### src/rtl/mem_access_stage.sv
// MA stage of the 5-stage pipeline. Owns the word-addressed data memory and
// executes LW/SW with WAIT_CYCLES extra cycles each. ALU results pass through
// with one-cycle latency. Stalls EX (in_ready low) while an access is pending.
//
// Ports:
//   clk, resetn        clock, asynchronous active-low reset
//   flush              squash accepted/in-flight instruction
//   in_valid/in_ready  EX handshake
//   in_op              00 ALU, 01 LW, 10 SW, 11 bubble
//   in_addr/in_sdata   memory word address / store data
//   in_alu_result, in_rd, in_wb_en   ALU pass-through fields
//   out_valid          one-cycle retire pulse to WB
//   out_wb_data, out_rd, out_wb_en   write-back fields (hold between pulses)
//
// Optional feature, macro MA_PERF_CNT_EN: adds perf_loads, perf_stores and
// perf_stall 16-bit wrapping counters.
module mem_access_stage #(
  parameter int unsigned DEPTH       = 256,
  parameter int unsigned AW          = 8,
  parameter int unsigned WAIT_CYCLES = 1
) (
  input  logic        clk,
  input  logic        resetn,
  input  logic        flush,
  input  logic        in_valid,
  output logic        in_ready,
  input  logic [1:0]  in_op,
  input  logic [15:0] in_addr,
  input  logic [15:0] in_sdata,
  input  logic [15:0] in_alu_result,
  input  logic [2:0]  in_rd,
  input  logic        in_wb_en,
  output logic        out_valid,
  output logic [15:0] out_wb_data,
  output logic [2:0]  out_rd,
  output logic        out_wb_en
`ifdef MA_PERF_CNT_EN
  ,
  output logic [15:0] perf_loads,
  output logic [15:0] perf_stores,
  output logic [15:0] perf_stall
`endif
);

  localparam logic [1:0] OpAlu = 2'b00;
  localparam logic [1:0] OpLw  = 2'b01;
  localparam logic [1:0] OpSw  = 2'b10;

  localparam bit         NoWait  = (WAIT_CYCLES == 0);
  localparam logic [3:0] CntInit = 4'(NoWait ? 0 : WAIT_CYCLES - 1);

  typedef enum logic {StIdle, StBusy} state_e;

  state_e          state_q;
  logic [3:0]      cnt_q;
  logic [1:0]      op_q;
  logic [AW-1:0]   addr_q;
  logic [15:0]     sdata_q;
  logic [2:0]      rd_q;

  logic [15:0]     mem [DEPTH];

  logic            accept;
  logic            exec_mem;
  logic            retire;
  logic            mem_we;
  logic [1:0]      e_op;
  logic [AW-1:0]   e_idx;
  logic [15:0]     e_sdata;
  logic [2:0]      e_rd;
  logic [15:0]     ret_data;
  logic            ret_wb_en;

  assign in_ready = (state_q == StIdle);
  assign accept   = in_valid && in_ready && !flush;

  // Upper address bits are deliberately ignored (address wraps modulo DEPTH).
  logic unused_addr;
  assign unused_addr = ^in_addr;

  always_comb begin
    e_op      = in_op;
    e_idx     = in_addr[AW-1:0];
    e_sdata   = in_sdata;
    e_rd      = in_rd;
    exec_mem  = 1'b0;
    retire    = 1'b0;
    ret_data  = 16'h0;
    ret_wb_en = 1'b0;
    if (state_q == StBusy) begin
      e_op     = op_q;
      e_idx    = addr_q;
      e_sdata  = sdata_q;
      e_rd     = rd_q;
      exec_mem = !flush && (cnt_q == 4'd0);
      retire   = exec_mem;
    end else begin
      // With no wait states the access completes on the accept edge itself.
      exec_mem = accept && NoWait && (in_op == OpLw || in_op == OpSw);
      retire   = exec_mem || (accept && in_op == OpAlu);
    end
    unique case (e_op)
      OpAlu: begin
        ret_data  = in_alu_result;
        ret_wb_en = in_wb_en;
      end
      OpLw: begin
        ret_data  = mem[e_idx];
        ret_wb_en = 1'b1;
      end
      default: begin
        ret_data  = 16'h0;
        ret_wb_en = 1'b0;
      end
    endcase
  end

  assign mem_we = resetn && exec_mem && (e_op == OpSw);

  // Memory contents are intentionally not reset.
  always_ff @(posedge clk) begin
    if (mem_we) begin
      mem[e_idx] <= e_sdata;
    end
  end

  always_ff @(posedge clk or negedge resetn) begin
    if (!resetn) begin
      state_q     <= StIdle;
      cnt_q       <= 4'd0;
      op_q        <= OpAlu;
      addr_q      <= '0;
      sdata_q     <= 16'h0;
      rd_q        <= 3'd0;
      out_valid   <= 1'b0;
      out_wb_data <= 16'h0;
      out_rd      <= 3'd0;
      out_wb_en   <= 1'b0;
    end else begin
      out_valid <= retire;
      if (retire) begin
        out_wb_data <= ret_data;
        out_rd      <= e_rd;
        out_wb_en   <= ret_wb_en;
      end
      unique case (state_q)
        StIdle: begin
          if (accept && !NoWait && (in_op == OpLw || in_op == OpSw)) begin
            op_q    <= in_op;
            addr_q  <= in_addr[AW-1:0];
            sdata_q <= in_sdata;
            rd_q    <= in_rd;
            cnt_q   <= CntInit;
            state_q <= StBusy;
          end
        end
        default: begin
          if (flush || cnt_q == 4'd0) begin
            state_q <= StIdle;
            cnt_q   <= 4'd0;
          end else begin
            cnt_q <= cnt_q - 4'd1;
          end
        end
      endcase
    end
  end

`ifdef MA_PERF_CNT_EN
  always_ff @(posedge clk or negedge resetn) begin
    if (!resetn) begin
      perf_loads  <= 16'h0;
      perf_stores <= 16'h0;
      perf_stall  <= 16'h0;
    end else begin
      if (retire && e_op == OpLw) perf_loads <= perf_loads + 16'd1;
      if (retire && e_op == OpSw) perf_stores <= perf_stores + 16'd1;
      if (state_q == StBusy) perf_stall <= perf_stall + 16'd1;
    end
  end
`endif

endmodule

### config.mk
export PLATFORM = sky130hd
export DESIGN_NAME = mem_access_stage
export DESIGN_NICKNAME = d
export VERILOG_FILES = /design/src/rtl/mem_access_stage.sv
export SDC_FILE = /design/constraint.sdc
export NUM_CORES = 2
export LEC_CHECK = 0
export CORE_MARGIN = 4
export CORE_UTILIZATION = 51
export CTS_BUF_LIST = sky130_fd_sc_hd__clkbuf_8
export DETAILED_ROUTE_END_ITERATION = 10
export MAX_ROUTING_LAYER = met4
export PLACE_DENSITY = 0.67
export SLEW_MARGIN = 20
export SYNTH_ARGS = -nofsm -noshare
export SYNTH_HDL_FRONTEND = slang
export SYNTH_SLANG_ARGS = --single-unit
### constraint.sdc
create_clock -name clk -period 5.7 [get_ports clk]
set_clock_uncertainty 0.15 [all_clocks]
set_input_delay 0.57 -clock clk [delete_from_list [all_inputs] [get_ports clk]]
set_output_delay 0.57 -clock clk [all_outputs]
set_load 0.02 [all_outputs]
[Word level (Yosys, flattened, before mapping)]
Memories as Yosys holds them, arrays and structs flattened.
Index checks and enable logic that the tools add are counted.
Word-level totals
  bits of input ports: 58
  memories kept: 1
  memory bits (writable): 4096
  flip-flop bits (word level): 55
  logic and storage cells: 48
  output and inout port bits: 22
Operators by class
  $add $sub $neg: 1
  reduce and logical (&&, ||, !) cells: 15
  equal/unequal tests: 4
  multiplexer cells: 16
  bitwise logic cells: 1
Memory list
  mem: words 256, bits a word 16, read ports 1, clocked after Yosys merged registers in 0, wr ports 1, RTL line 61  | logic [15:0] mem [DEPTH];
Operators with widths (number)
  16-bit one-hot mux with 2 select lines: 1
  16-bit 2-to-1 mux: 1
  4-bit 2-to-1 mux: 3
  8-bit 2-to-1 mux: 1
  1-bit logical AND: 7
  1-bit 2-to-1 mux: 7
  2-bit by 1-bit == test with 1-bit output, second input constant: 2
  2-bit == test, second input constant: 2
  2-bit zero test: 2
  4-bit zero test: 1
  4-bit by 1-bit subtractor with 4-bit output, second input constant: 1
  3-bit 2-to-1 mux: 1
  1-bit logical OR: 2
  2-bit 2-to-1 mux: 1
  1-bit one-hot mux with 2 select lines: 1
  2-bit AND reduction: 1
  2-bit nonzero test: 1
  1-bit zero test: 1
  1-bit inverter: 1

[Longest topological paths before layout]
  depth after elaboration: 7
  gate-level depth with buffers: 14
  mapped depth without buffers: 9

[Least setup slack after synthesis]
No wires, ideal clock.
  path type: register to register
  from: reg state_q
  to: mem mem[0][11] (data pin)
  data arrival time: 3.408 ns
  stages on the path, launching flop included: 7
  required time: 4.994 ns
  slack: 1.587 ns
  path buffers: 5
  period minus slack after synthesis: 4.113 ns
  library setup time: 0.556 ns
  path through: dfrtp_1 -> buf_6 -> buf_4 -> buf_2 -> buf_1 -> clkbuf_1 -> mux2_2
On the way
  longest elaborated chain between the ends: 1
RTL lines
  from (decl): RTL line 54  | state_e state_q;
  from (signal assigned): RTL line 129  | state_q <= StIdle;
  from (signal assigned): RTL line 154  | state_q <= StBusy;
  from (signal assigned): RTL line 159  | state_q <= StIdle;
  16-bit 2-to-1 mux: RTL line 90  | if (state_q == StBusy) begin
  net e_sdata[11]: RTL line 69  | logic [15:0] e_sdata;
  to (decl): RTL line 61
The timed path passes the listed nets, and every way through them passes these cells.

[Worst setup path in the final report]
  from: reg state_q
  to: reg out_wb_data[14]
On the way
  longest elaborated chain between the ends: 5
  elaborated cells between the ends (all ways): 11
  classes of those cells: eq/ne: 1; mux: 4; bitwise: 1; reduce/logical: 4; memory: 1
RTL lines
  parallel branches: the longest is 5 deep, another holds memory 256 x 16 bit
  to (signal assigned): RTL line 142  | out_wb_data <= ret_data;
  to (decl): RTL line 34  | output logic [15:0] out_wb_data,
Several ways; the timed one is not identified.
A chain may end at the register's enable or synchronous reset.

==> metrics <==
final period utilization=0.906; total power draw=66.6 mW; Avg Inst Size Synth=roughly 14 sq um; ANT nets after route=0; critical path arrival=just over 6 ns; final hold viol count=0; Initial Utilization=0.512; register area share after synthesis=0.763; CP Class=flop to flop; Sw Share=0.271; PostCTS Resize Cnt=0; layout cell share with drive strength beyond 1=0.130; total number of vias=about 100k; die width=573 um; gr ovfl total=0; Sequential Power Share=0.520; post-DP HPWL=around 270000 um; async set-reset flop share out of synthesis=0.0132; crit path time final=a little over 5 ns; Post-Syn Area=around 160000 sq um; Net Count, Synth=~12000; CTS Sinks=between 4000 and 5000; WL final=approximately 470000 um; nets@finish=roughly 12000; GRT Total Usage=0.289; WL/cell=approximately 28 um; Worst-Skew Late Latency=approximately 1.3 ns; CP Max Fanout=~40; Die Y=573 um; warnings from Yosys=0; CORE AREA=318000 sq um; TritonRoute pass-1 iters=6; synth top area cells=edfxtp_1, nand2_1, nand3_1; Leak Pwr=~63 nW; WP data required=approximately 6.6 ns; prevailing post-synth register cell=edfxtp_1; Hold WC Path Type=primary input to flop; Ports=80; register bit total from synthesis=4151; FP Rows=between 200 and 250; H-tree depth=6; largest net degree at the start of global routing=about 150; EDFF count, synth=slightly above 4000; Fin Hold WS=0.127 ns; Pint=48.6 mW; area leader, netlist=edfxtp_1; top cells by count, synth=edfxtp_1, nand2_1, nand3_1; Final Wtd Congestion=roughly 0.94; post-CTS setup buffer count=0; most common cell in the synthesized netlist=edfxtp_1; Vias/cell=6.13; area delta synth->final=12.9%; clock network fraction of design power=0.353; clock root buffer=clkbuf_8; CTS tree=built; Final setup viols=0; setup repair after global routing missed its margin=false; vias in the first global route=between 90000 and 100k; filler cell count=between 20000 and 25000; placed standard-cell area=171000 sq um; global-route wire length before repair=681000 um; clk slew on worst S/H paths=~0.06 ns; Final Instance Area=around 180000 sq um; P per Cell Area=around 360 nW/um^2; initial antenna violation count=29; final setup TNS=0 ns; Peak Freq=194 MHz; worst rel slew slack=0.159; Synth cell types=63; PortBufs=between 70 and 80; Max Buffers Root-to-Sink=4; initial drt markers=14200; Slew Limit Fails=0; switching power=18.1 mW; outcome=finished, final reports clean; Crit. End Element=flop; top-area cell type share of the netlist area=0.755; worst vdd ir=0.000260 V; Comb pwr share=0.126; Num CTS Buffers=approximately 660; max-cap viol count=0; Remaining DRCs=0; Critical Path Source Type=flop; Slew @ Worst Pin=roughly 1.2 ns; die area=between 300000 and 400000 sq um; Post-Synthesis Cells=between 10000 and 15000; Core Util, Final=0.578
critical path, cell delays in order (launching register included):
cell	delay [ns]
dfrtp_4	0.81
mux2_8	0.59
nand2_2	0.86
o22ai_1	0.21
o41ai_1	0.96
a41oi_1	0.63
nor4_1	0.36
buf_4	0.24
o22ai_1	0.09
worst paths after layout:
check	endpoint	from	slack, ns	cells after the start
setup / recovery	out_wb_data[14]	state_q	0.53	8
hold / removal	sdata_q[8]	in_sdata[8]	0.13	2
setup reg to reg	out_wb_data[14]	state_q	0.53	8
hold reg to reg	out_rd[0]	out_rd[0]	0.35	2
max in group asynchronous	state_q	resetn	4.07	4
min in group asynchronous	out_rd[2]	resetn	0.52	4
routing by layer:
metal	global-route usage	vias up	share of wire
li1	-	44400	-
met4	0.137	0	0.055
met5	-	-	0
met3	0.0622	1045	0.11
met1	0.374	51900	0.37
met2	0.439	6059	0.46
kinds of logic (layout without fill, tap and decap cells):
family / after synthesis / in the layout / synth area share
other cells: 0 / 16 / 0
fa+ha+maj: 2 / 2 / 0.000154
xor+xnor: 1 / 1 / 0.0000538
buf+inv: 758 / 1952 / 0.0233
mux: 533 / 533 / 0.0388
simple gates: 4706 / 4706 / 0.120
compound gates: 1343 / 1343 / 0.0547
flops: 4151 / 4151 / 0.763
flip-flops by register name, indices dropped and copies added, names as in the netlist, 2 cells and up:
name and count:
cnt_q 4, op_q 2, rd_q 3, mem 4096, sdata_q 16, out_rd 3, addr_q 8, out_wb_data 16
placed cells by master, fill, tap and decap left out, drive strengths merged, types with 12 or more instances in the layout:
master,Yosys,final
buf,472,647
a41o,13,13
bufinv,0,14
clkinvlp,0,13
clkinv,1,239
a32o,27,27
nand4,38,38
o31ai,23,23
edfxtp,4096,4096
mux4,73,73
nor2,307,307
o41ai,155,155
a221oi,26,26
a32oi,203,203
o21ai,85,85
a31oi,31,31
mux2,47,47
nand2,3033,3033
mux2i,413,413
a41oi,37,37
dfrtp,55,55
clkdlybuf4s50,0,70
diode,0,16
clkbuf,279,685
o22ai,83,83
a21oi,615,615
nand3,1279,1279
inv,6,248
dlygate4sd3,0,36
nor4,12,12
through the flow:
step / std cells / setup slack (ns)
2_1_floorplan: 11500 / 1.59
3_3_place_gp: 15600 / 0.328
3_5_place_dp: 15600 / 0.387
4_1_cts: 16900 / 0.696
5_1_grt: 16900 / 0.455
6_report: 16900 / 0.534
power groups by stage:
| stage | clock network [mW] | logic (mW) | registers, mW |
|---|---|---|---|
| after CTS | 23.8 | 8.28 | 34.7 |
| after global placement | 0 | 8.02 | 35.3 |
| after floorplan | 0 | 4.60 | 35.4 |
| after detailed placement | 0 | 8.24 | 35.3 |
| after global routing | 25.3 | 8.88 | 34.7 |
| final | 23.5 | 8.42 | 34.7 |
what timing repair did:
item	CTS	global route
hold endpoints to repair	92	0
hold buffers	36	0
endpoints found under the setup margin	0	0
final cells by class:
cell class / instances / area [sq um] / area share
Antenna cell: 16 / 40.0 / 0.000218
Tap cell: 4180 / 5230 / 0.0284
Inverter: 7 / 26.3 / 0.000143
Clock inverter: 507 / 2660 / 0.0145
Timing Repair Buffer: 753 / 6840 / 0.0372
Sequential cell: 4151 / 124000 / 0.676
Multi-Input combinational cell: 6585 / 35300 / 0.192
Clock buffer: 685 / 9430 / 0.0513
Power figures use the tool's default switching activity.
